## src/rtl/mac_switch_pkg.sv

```systemverilog
// Shared types and constants for the MAC-learning switch ingress path.
//   mac_t / port_t : MAC address and 3-bit switch port number
//   req_state_t    : per-port requester FSM states
//   fwd_dec_t      : forwarding decision presented to the fabric
//   mk_decision()  : maps a lookup result onto flood / drop / unicast
package mac_switch_pkg;

  typedef logic [47:0] mac_t;
  typedef logic [2:0]  port_t;

  localparam int   HDR_BYTES = 12;
  localparam mac_t BCAST_MAC = 48'hFFFF_FFFF_FFFF;

  typedef enum logic [2:0] {
    IDLE,
    COLLECT,
    REQ,
    WAIT,
    PRESENT
  } req_state_t;

  typedef struct packed {
    port_t port;
    logic  flood;
    logic  drop;
  } fwd_dec_t;

  // Priority: group address or forced flood, then lookup miss, then hairpin.
  // A flood always carries the ingress port so the fabric can exclude it.
  function automatic fwd_dec_t mk_decision(logic  mcast,
                                           logic  force_flood,
                                           port_t res,
                                           port_t self_port,
                                           port_t miss_port);
    fwd_dec_t d;
    d.port  = res;
    d.flood = 1'b0;
    d.drop  = 1'b0;
    if (mcast || force_flood || (res == miss_port)) begin
      d.flood = 1'b1;
      d.port  = self_port;
    end else if (res == self_port) begin
      d.drop = 1'b1;
    end
    return d;
  endfunction

endpackage

```

## src/rtl/mac_hdr_capture.sv

```systemverilog
// Header capture for one ingress port: byte counter, destination/source MAC
// registers and header-error pulse generation.
//   clk, rst_n          : clock, async active-low reset
//   rx_*_i              : RX byte stream (sof/eof qualified by valid)
//   state_i             : requester FSM state (decides which bytes are taken)
//   dst_mac_o/src_mac_o : captured MACs, untouched outside IDLE/COLLECT
//   acc_o               : a header byte is taken this cycle
//   done_o              : header byte 11 is taken this cycle
//   runt_o              : eof arrived before byte 11
//   hdr_err_o           : registered one-cycle error pulse
module mac_hdr_capture
  import mac_switch_pkg::*;
(
  input  logic       clk,
  input  logic       rst_n,
  input  logic [7:0] rx_data_i,
  input  logic       rx_valid_i,
  input  logic       rx_sof_i,
  input  logic       rx_eof_i,
  input  req_state_t state_i,
  output mac_t       dst_mac_o,
  output mac_t       src_mac_o,
  output logic       acc_o,
  output logic       done_o,
  output logic       runt_o,
  output logic       hdr_err_o
);

  logic [3:0] cnt_q, cnt_d, idx;
  mac_t       dst_q, dst_d, src_q, src_d;
  logic       collecting, busy_st, restart, err_d, err_q;

  assign collecting = (state_i == COLLECT);
  assign busy_st    = (state_i == REQ) || (state_i == WAIT) || (state_i == PRESENT);

  // In IDLE only a sof byte opens a header; in COLLECT every valid byte counts.
  assign acc_o   = rx_valid_i && ((state_i == IDLE && rx_sof_i) || collecting);
  assign restart = collecting && rx_valid_i && rx_sof_i;
  assign idx     = rx_sof_i ? 4'd0 : cnt_q;
  assign done_o  = acc_o && (idx == 4'(HDR_BYTES - 1));
  assign runt_o  = acc_o && rx_eof_i && !done_o;

  // A sof while a request is outstanding is an overrun: that frame is dropped.
  assign err_d = runt_o || restart || (busy_st && rx_valid_i && rx_sof_i);

  always_comb begin
    dst_d = dst_q;
    src_d = src_q;
    cnt_d = cnt_q;
    if (acc_o) begin
      for (int i = 0; i < 6; i++) begin
        if (idx == 4'(i))     dst_d[8*(5-i) +: 8] = rx_data_i;
        if (idx == 4'(i + 6)) src_d[8*(5-i) +: 8] = rx_data_i;
      end
      cnt_d = (runt_o || done_o) ? 4'd0 : idx + 4'd1;
    end
  end

  always_ff @(posedge clk or negedge rst_n) begin
    if (!rst_n) begin
      cnt_q <= '0;
      dst_q <= '0;
      src_q <= '0;
      err_q <= 1'b0;
    end else begin
      cnt_q <= cnt_d;
      dst_q <= dst_d;
      src_q <= src_d;
      err_q <= err_d;
    end
  end

  assign dst_mac_o = dst_q;
  assign src_mac_o = src_q;
  assign hdr_err_o = err_q;

endmodule

```

## src/rtl/mac_lookup_requester.sv

```systemverilog
// Per-port initiator for the shared mac_learning responder. Captures the
// dst/src MACs of each frame, issues one learn/lookup request (en/busy/done)
// and presents a forwarding decision to the fabric (valid/ready).
//   clk, rst_n            : clock, async active-low reset
//   rx_data/valid/sof/eof : RX MAC byte stream
//   ml_en, ml_*_mac       : request strobe and MACs (held until ml_done)
//   ml_src_port           : constant PORT_ID
//   ml_busy, ml_done      : responder flow control / response strobe
//   ml_dst_port           : responder result, sampled on ml_done
//   fwd_valid/port/flood/drop, fwd_ready : decision handshake
//   hdr_err, timeout_err  : one-cycle error pulses
module mac_lookup_requester
  import mac_switch_pkg::*;
#(
  parameter port_t       PORT_ID   = 3'd0,
  parameter int unsigned TIMEOUT   = 255,
  parameter port_t       MISS_PORT = 3'd7
) (
  input  logic        clk,
  input  logic        rst_n,
  input  logic [7:0]  rx_data,
  input  logic        rx_valid,
  input  logic        rx_sof,
  input  logic        rx_eof,
  output logic        ml_en,
  output logic [47:0] ml_src_mac,
  output logic [47:0] ml_dst_mac,
  output logic [2:0]  ml_src_port,
  input  logic        ml_busy,
  input  logic        ml_done,
  input  logic [2:0]  ml_dst_port,
  output logic        fwd_valid,
  output logic [2:0]  fwd_port,
  output logic        fwd_flood,
  output logic        fwd_drop,
  input  logic        fwd_ready,
  output logic        hdr_err,
  output logic        timeout_err
);

  req_state_t state_q;
  logic [7:0] timer_q;
  logic       ml_en_q, timeout_err_q, fwd_valid_q;
  fwd_dec_t   dec_q;
  mac_t       dst_mac, src_mac;
  logic       hdr_acc, hdr_done, hdr_runt;

  mac_hdr_capture u_cap (
    .clk       (clk),
    .rst_n     (rst_n),
    .rx_data_i (rx_data),
    .rx_valid_i(rx_valid),
    .rx_sof_i  (rx_sof),
    .rx_eof_i  (rx_eof),
    .state_i   (state_q),
    .dst_mac_o (dst_mac),
    .src_mac_o (src_mac),
    .acc_o     (hdr_acc),
    .done_o    (hdr_done),
    .runt_o    (hdr_runt),
    .hdr_err_o (hdr_err)
  );

  always_ff @(posedge clk or negedge rst_n) begin
    if (!rst_n) begin
      state_q       <= IDLE;
      timer_q       <= '0;
      ml_en_q       <= 1'b0;
      timeout_err_q <= 1'b0;
      fwd_valid_q   <= 1'b0;
      dec_q         <= '0;
    end else begin
      ml_en_q       <= 1'b0;
      timeout_err_q <= 1'b0;
      unique case (state_q)
        IDLE: begin
          if (hdr_acc && !hdr_runt) state_q <= COLLECT;
        end
        COLLECT: begin
          if (hdr_runt) begin
            state_q <= IDLE;
          end else if (hdr_done) begin
            // Issue straight away when the responder is free so ml_en
            // follows the last header byte by one cycle.
            if (!ml_busy) begin
              ml_en_q <= 1'b1;
              timer_q <= '0;
              state_q <= WAIT;
            end else begin
              state_q <= REQ;
            end
          end
        end
        REQ: begin
          if (!ml_busy) begin
            ml_en_q <= 1'b1;
            timer_q <= '0;
            state_q <= WAIT;
          end
        end
        WAIT: begin
          // ml_done is checked first so a response on the final cycle wins.
          if (ml_done) begin
            dec_q       <= mk_decision(dst_mac[40], 1'b0, ml_dst_port, PORT_ID, MISS_PORT);
            fwd_valid_q <= 1'b1;
            state_q     <= PRESENT;
          end else if (timer_q == 8'(TIMEOUT - 1)) begin
            dec_q         <= mk_decision(dst_mac[40], 1'b1, ml_dst_port, PORT_ID, MISS_PORT);
            fwd_valid_q   <= 1'b1;
            timeout_err_q <= 1'b1;
            state_q       <= PRESENT;
          end else begin
            timer_q <= timer_q + 8'd1;
          end
        end
        PRESENT: begin
          if (fwd_ready) begin
            fwd_valid_q <= 1'b0;
            dec_q       <= '0;
            state_q     <= IDLE;
          end
        end
        default: state_q <= IDLE;
      endcase
    end
  end

  assign ml_en       = ml_en_q;
  assign ml_src_mac  = src_mac;
  assign ml_dst_mac  = dst_mac;
  assign ml_src_port = PORT_ID;
  assign fwd_valid   = fwd_valid_q;
  assign fwd_port    = dec_q.port;
  assign fwd_flood   = dec_q.flood;
  assign fwd_drop    = dec_q.drop;
  assign timeout_err = timeout_err_q;

endmodule

```

## config.mk

```make
export PLATFORM = sky130hd
export DESIGN_NAME = mac_lookup_requester
export DESIGN_NICKNAME = d
export VERILOG_FILES = /design/src/rtl/mac_switch_pkg.sv /design/src/rtl/mac_hdr_capture.sv /design/src/rtl/mac_lookup_requester.sv
export SDC_FILE = /design/constraint.sdc
export NUM_CORES = 1
export LEC_CHECK = 0
export ABC_AREA = 1
export CELL_PAD_IN_SITES_DETAIL_PLACEMENT = 1
export CELL_PAD_IN_SITES_GLOBAL_PLACEMENT = 1
export CORE_MARGIN = 3
export CORE_UTILIZATION = 35
export CTS_CLUSTER_DIAMETER = 30
export DETAILED_ROUTE_END_ITERATION = 10
export GPL_ROUTABILITY_DRIVEN = 1
export PLACE_DENSITY = 0.81
export SLEW_MARGIN = 5
export SYNTH_ARGS = -nofsm -noshare
export SYNTH_HDL_FRONTEND = slang
export SYNTH_SLANG_ARGS = --single-unit
```

## constraint.sdc

```tcl
create_clock -name clk -period 6.1 [get_ports clk]
set_clock_uncertainty 0.2 [all_clocks]
set_input_delay 0.61 -clock clk [delete_from_list [all_inputs] [get_ports clk]]
set_output_delay 0.61 -clock clk [all_outputs]
set_load 0.01 [all_outputs]
```

Word-level counts from Yosys, hierarchy flattened
Cells that the tools add are included.

storage, ports and cells
  register bits = 120
  logic and storage cells = 124
  input port bits = 19

cells by class
  multiplexer cells = 35
  add/sub/neg operators = 2
  reduce and logical (&&, ||, !) cells = 39
  equal/unequal tests = 26

operator list
  cell                                                              number
  8-bit two-way mux                                                 5
  8-bit one-hot mux with 3 select lines                             1
  2-bit AND reduction                                               12
  3-bit two-way mux                                                 7
  4-bit by 3-bit == test with 1-bit output (second input constant)  4
  4-bit == test (second input constant)                             4
  5-bit two-way mux                                                 3
  3-bit one-hot mux with 5 select lines                             1
  1-bit two-way mux                                                 12
  4-bit two-way mux                                                 3
  2-bit inequality test (second input constant)                     6
  1-bit logical AND                                                 10
  5-bit one-hot mux with 2 select lines                             1
  5-bit AND reduction                                               2
  8-bit by 1-bit adder with 8-bit output (second input constant)    1
  4-bit by 2-bit == test with 1-bit output (second input constant)  2
  8-bit == test (second input constant)                             1
  1-bit logical OR                                                  7
  3-bit by 2-bit == test with 1-bit output (second input constant)  2
  3-bit == test (second input constant)                             2
  3-bit zero test                                                   2
  4-bit by 1-bit adder with 4-bit output (second input constant)    1
  4-bit by 1-bit == test with 1-bit output (second input constant)  1
  4-bit zero test                                                   1
  other kinds (9)                                                   11

Depth between registers and ports, before layout
Gate-level depths: netlist (run 1).

  depth after elaboration = 11
  mapped depth = 12

Modules after synthesis
A second synthesis (run 1) with hierarchy kept.

second synthesis, totals
  cells, all modules = 554
  area, all modules = 5165.0 sq um

modules (own cells, without submodules)
  module                times used  area each (sq um)  seq. area each (sq um)  cells an instance
  mac_hdr_capture       1           4038.9             2527.4                  404
  mac_lookup_requester  1           1126.1             475.5                   150

Worst setup path after synthesis (run 1)
No wires, ideal clock.

  path kind = input to register
  from = input port rx_sof
  to = register timer_q[6]
  arrival time = 1896 ps
  stages = 10
  required time = 5782 ps
  setup time = 118 ps
  path slack = 3886 ps
  path through = nor2_1 -> ha_1 -> inv_2 -> nor2_4 -> nand2_2 -> nand2_1 -> nand3_2 -> buf_6 -> nand2_1 -> o21ai_2

on the way
  cells in the longest elaborated chain, start to end = 8
  elaborated cells on any way between the ends = 12

ends and longest elaborated chain
  what                                                                       RTL line                     RTL
  start: declaration                                                         mac_lookup_requester.sv:23   input logic rx_sof,
  parallel branches: the longest is 7 deep, another holds 4-bit two-way mux  --
  5-bit AND reduction (no line) *                                            --
  end signal: assignment                                                     mac_lookup_requester.sv:113  timer_q <= timer_q + 8'd1;
  end: declaration                                                           mac_lookup_requester.sv:42   logic [7:0] timer_q;

Every way passes the cells marked *.
A chain may end at the register's enable or synchronous reset.

Worst setup path after layout (run 1)
Ends and elaborated chain as after synthesis.

==> results.cfg, run 1 <==
[floorplanning]
initial_utilization_pct = 36.2
dieArea_um2 = 16000
die_w_um = 127
rows = 43
coreArea_um2 = 14000
ios = 127
die_h_um = 127

[clock_tree]
cts_setup_buffers = 0
cts_buffer_depth = 2
clk_pin_slew_ns = 0.06
htree_num_levels = 4
cts_made_buffers = 17
clock_latency_ns = 0.41
cts_resized = 0
postCtsHoldBufs = 0
cts-root-buf = clkbuf_16
cts_sinks = 120
cts_tree = built

[drt]
wire_per_inst_um = 18.9
ant_nets = 0
drt_iter0_markers = 141
vias = 4166
via_per_inst = 4.98
drc = 0
first_pass_iters = 4
wirelength_mm = 15.8

[worst_setup_path]
crit_chain = clkdlybuf4s50_1 -> nor2_1 -> ha_1 -> inv_2 -> nor2_4 -> nand2_2 -> nand2_1 -> nand3_2 -> nand2_1 -> o21ai_2
crit_family = simple AND/OR/NAND/NOR gates
r2r_slack_ns = 3.63
r2r-start = u_cap.cnt_q[0]$_DFFE_PN0P_
worst-r2r-cell-count = 10
critical_path.startpoint_type = primary input
crit_type = primary input to register
path_max_fanout = 17
crit_slowest_cell = clkdlybuf4s50_1
critPathRequiredTime_ns = 6.19
r2r-end = timer_q[6]$_DFFE_PN0P_
max_stage_delay_ns = 0.52
cpMostUsedCell = nand2_1
arrival_ns = 2.94
critPathBufInv = 2
cp-end-kind = register

[timing]
fmax_ghz = 0.352
holdWs_ns = 0.110
slew-limit-headroom_pct = 44.2
worst_slew_pin_slew_ns = 0.838
rsz0062_at_grt = no
setup_viol = 0
finalCritPeriodShare_pct = 46.6
fin_tns_setup_ns = 0
fin_crit_ns = 2.84
finalHoldViolCount = 0
setup_ws_ns = 3.26
drv_slew = 0

[placement]
dpl_cell_area_um2 = 6380
place_ws_ns = 2.85
place_hpwl_mm = 10.6
port_buffers = 123
gp_congestion = 0.794

[pwr]
p_int_mw = 2.19
power_density_nw_per_um2 = 471
p_leak_nw = 3.13
p_seq_share_pct = 35.9
switchingPower_mw = 1.09
p_comb_share_pct = 32.9
ir_drop_mv = 0.234
p_clk_share_pct = 31.3
power_mw = 3.29
p_sw_share_pct = 33.2

[layout]
synthToLayoutAreaGrowth_pct = 37.2
drive_gt1_share_pct = 9.60
final_cell_mix = nand2_1 (146), clkdlybuf4s50_1 (122), dfrtp_1 (120)
final.fill_count = 1552
fin_nets = 669
layout_commonest_cell = nand2_1
design_area_um2 = 6980
diodes = 0

[global_routing]
antenna_found_initial = 0
grt_pass1_wl_mm = 25.9
grt-ovfl-total = 0
grt_max_degree = 66
track_usage_pct = 20.9
grt_pass1_vias = 4756

[synthesis]
synth_top_family_by_area = simple AND/OR/NAND/NOR gates
yosys.area_share.simple_pct = 19.5
yosysUniqueCellTypes = 34
muxShareOfSynthArea_pct = 0
syn_inst = 525
synth_compound_area_share_pct = 13.1
syn-cell-area_um2 = 5090
synthAdderAreaFrac_pct = 1.47
syn_area_per_cell_um2 = 9.70
synth_seq_cells = 120
synth_xor_area_share_pct = 0.172
yosys_warnings = 0
ys_seq_area_share_pct = 59.0

[flow_run]
maxCapViolCount = 0

[worst_hold_path]
hold_path_class = primary input to async pin

[outcome]
outcome = completed
## flip-flops by register name (all words and copies together) (netlist names)
name,cells
fwd_drop,1
fwd_flood,1
fwd_port,3
fwd_valid,1
ml_en,1
state_q,3
timeout_err,1
timer_q,8
u_cap.cnt_q,4
u_cap.dst_mac_o,48
u_cap.hdr_err_o,1
u_cap.src_mac_o,48
## synth_stat cells, drive strengths merged
library cell	n	area share [%]
nor3	3	0.29
dfrtp	120	59
ha	6	1.5
nor2	17	1.9
nand3	26	4.6
o2111ai	1	0.17
a21oi	2	0.20
buf	17	2.8
o31ai	4	0.59
nand2	150	11
xor2	1	0.17
inv	44	3.2
conb	1	0.074
nand3b	1	0.15
o211ai	1	0.15
or2	1	0.12
o21ai	114	12
clkbuf	9	0.66
nand4	6	1.2
o21bai	1	0.15
## power by group through the flow
stage	logic, mW	clock network (mW)	registers, mW
after floorplan	0.444	0	1.25
after global placement	1.03	0	1.17
after detailed placement	1.07	0	1.18
after CTS	1.10	1.04	1.18
after global routing	1.19	1.08	1.21
final	1.08	1.03	1.18
## cell families after synthesis
kind of cell | Yosys count
simple gates | 204
compound gates | 123
flops | 120
buf+inv | 70
fa+ha+maj | 6
xor+xnor | 1
other cells | 1
## worst register-to-register path: stages (launching register included)
cell and delay [ns]:
dfrtp_1 0.35, inv_1 0.06, nor2_1 0.21, ha_1 0.40
inv_2 0.08, nor2_4 0.15, nand2_2 0.20, nand2_1 0.14
nand3_2 0.29, nand2_1 0.19, o21ai_2 0.07
## area by class of cell
cell class | instances | area (um2) | area share, %
inverter | 44 | 165 | 2.37
clock inverter | 8 | 120 | 1.72
tap | 180 | 225 | 3.23
sequential | 120 | 3000 | 43.0
multi-input combinational | 337 | 1750 | 25.1
clock buffer | 23 | 478 | 6.85
timing repair buffer | 124 | 1240 | 17.7
## worst max-delay path by stage
| stage | start | end | slack (ns) | depth (start not counted) |
|---|---|---|---|---|
| CTS | rx_sof | timer_q[6]$_DFFE_PN0P_ | 3.26 | 10 |
| global placement | rx_sof | timer_q[0]$_DFFE_PN0P_ | 3.03 | 10 |
| floorplan | rx_sof | timer_q[6]$_DFFE_PN0P_ | 3.89 | 10 |
| finish | rx_sof | timer_q[6]$_DFFE_PN0P_ | 3.26 | 10 |
| global route | rx_sof | timer_q[0]$_DFFE_PN0P_ | 3.03 | 10 |
| detailed placement | rx_sof | timer_q[6]$_DFFE_PN0P_ | 2.85 | 10 |
## per-stage QoR
step           utilization [%]  cells
3_3_place_gp              45.5    805
4_1_cts                   49.7    836
2_1_floorplan                -    527
5_1_grt                   49.7    836
6_report                  49.7    836
3_5_place_dp              45.5    805
## layer usage
| layer | track usage (%) | vias up | share of wire (%) |
|---|---|---|---|
| li1 | - | 1941 | - |
| met1 | 23.8 | 2080 | 41 |
| met2 | 34.6 | 123 | 49 |
| met3 | 10.1 | 22 | 9.0 |
| met4 | 6.88 | 0 | 1.9 |
| met5 | 0 | - | 0 |
(Power assumes the default switching activity.)
==> run 2, diff against run 1 <==
==> constraint.sdc (replaced) <==
create_clock -name clk -period 2.7 [get_ports clk]
set_clock_uncertainty 0.2 [all_clocks]
set_input_delay 0.27 -clock clk [delete_from_list [all_inputs] [get_ports clk]]
set_output_delay 0.27 -clock clk [all_outputs]
set_load 0.01 [all_outputs]
==> run 2 against run 1 <==
Effect of this change:
- setup slack got worse by 2.7 ns
- cell count rose by 0.84%
- non-clock buffer count rose by 9
- via count rose by 1.4%
- sequential power rose by 130%
- clock power rose by 120%
- total power rose by 120%
- cell area rose by 0.82%
- critical path type unchanged
==> results.cfg, run 2 (synthesized netlist as in run 1, its figures left out) <==
[drt]
via_per_inst = 5.01
first_pass_iters = 4
vias = 4224
drc = 0
wire_per_inst_um = 18.5
wirelength_mm = 15.6
ant_nets = 0
drt_iter0_markers = 181

[clock_tree]
cts_tree = built
cts_made_buffers = 17
clock_latency_ns = 0.41
cts-root-buf = clkbuf_16
cts_sinks = 120
cts_setup_buffers = 0
htree_num_levels = 4
clk_pin_slew_ns = 0.06
cts_buffer_depth = 2

[worst_setup_path]
crit_chain = clkdlybuf4s50_1 -> nor2_1 -> ha_1 -> inv_2 -> nor2_4 -> nand2_2 -> nand2_1 -> nand3_2 -> nand2_1 -> o21ai_0
critPathBufInv = 2
path_max_fanout = 15
critPathRequiredTime_ns = 2.76
cp-end-kind = register
cpMostUsedCell = nand2_1
crit_family = simple AND/OR/NAND/NOR gates
crit_type = primary input to register
arrival_ns = 2.20
crit_slowest_cell = clkdlybuf4s50_1
critical_path.startpoint_type = primary input
max_stage_delay_ns = 0.51

[placement]
dpl_cell_area_um2 = 6460
dp_cells = 813
place_hpwl_mm = 10.8
gp_congestion = 0.811
place_ws_ns = 0.137
port_buffers = 123

[worst_hold_path]
hold_path_class = primary input to async pin

[timing]
worst_slew_pin_slew_ns = 0.646
setup_viol = 0
finalHoldViolCount = 0
setup_ws_ns = 0.569
rsz0062_at_grt = no
fmax_ghz = 0.469
drv_slew = 0
slew-limit-headroom_pct = 56.9
fin_tns_setup_ns = 0
fin_crit_ns = 2.13
finalCritPeriodShare_pct = 78.9

[layout]
layout_commonest_cell = nand2_1
diodes = 0
final_cells = 843
final_cell_mix = nand2_1 (146), clkdlybuf4s50_1 (122), dfrtp_1 (120)
design_area_um2 = 7040
synthToLayoutAreaGrowth_pct = 38.3
fin_nets = 678
final.fill_count = 1541
drive_gt1_share_pct = 10.7
fin_util_pct = 50.1

[global_routing]
antenna_found_initial = 0
grt-ovfl-total = 0
track_usage_pct = 20.4
grt_max_degree = 57
grt_pass1_vias = 4732
grt_pass1_wl_mm = 25.4

[floorplanning]
die_h_um = 127
ios = 127
dieArea_um2 = 16000
initial_utilization_pct = 36.2
rows = 43
coreArea_um2 = 14000
die_w_um = 127

[pwr]
power_density_nw_per_um2 = 1050
p_leak_nw = 3.16
ir_drop_mv = 0.577

[flow_run]
maxCapViolCount = 0

[outcome]
outcome = completed
## run 2: layer usage
| metal | wire (um) | global-route usage (%) | vias to the layer above |
|---|---|---|---|
| li1 | - | - | 1957 |
| met1 | 6140 | 23.5 | 2108 |
| met2 | 7870 | 35.1 | 139 |
| met3 | 1460 | 8.76 | 20 |
| met4 | 153 | 5.05 | 0 |
| met5 | 0 | 0 | - |
## run 2: report_power, final
group | switching (mW) | leakage (nW) | internal (mW)
sequential | 0.357 | 1.61 | 2.31
clock | 0.778 | 0.280 | 1.45
combinational | 1.30 | 1.27 | 1.17
## run 2: cell type report
type	instances	area [um2]	area share (%)
tap	180	225	3.20
multi-input combinational	337	1750	24.9
clock buffer	19	443	6.29
clock inverter	10	130	1.85
inverter	44	165	2.35
timing repair buffer	133	1320	18.7
sequential	120	3000	42.7
## run 2: final timing paths
path | start | to | slack, ns | cells past startpoint
setup reg to reg | u_cap.cnt_q[0]$_DFFE_PN0P_ | timer_q[7]$_DFFE_PN0P_ | 0.58 | 10
min in group clk | ml_done | timeout_err$_DFF_PN0_ | 0.28 | 2
max in group asynchronous | rst_n | u_cap.src_mac_o[21]$_DFFE_PN0P_ | 1.34 | 3
setup / recovery | rx_sof | timer_q[7]$_DFFE_PN0P_ | 0.57 | 10
hold reg to reg | fwd_valid$_DFFE_PN0P_ | fwd_valid$_DFFE_PN0P_ | 0.28 | 2
hold / removal | rst_n | timer_q[3]$_DFFE_PN0P_ | 0.22 | 2
## run 2: stage by stage
step	total power [mW]	hold WS, ns
finish	7.36	0.224
global route	7.83	0.279
CTS	7.46	0.248
detailed placement	5.16	0.140
global placement	5.00	0.130
floorplan	3.83	-0.226
## run 2: what timing repair did
item | 4_1_cts | 5_1_grt
endpoints found under the hold margin | 44 | 0
hold buffers | 1 | 0
gates resized for setup | 0 | 0
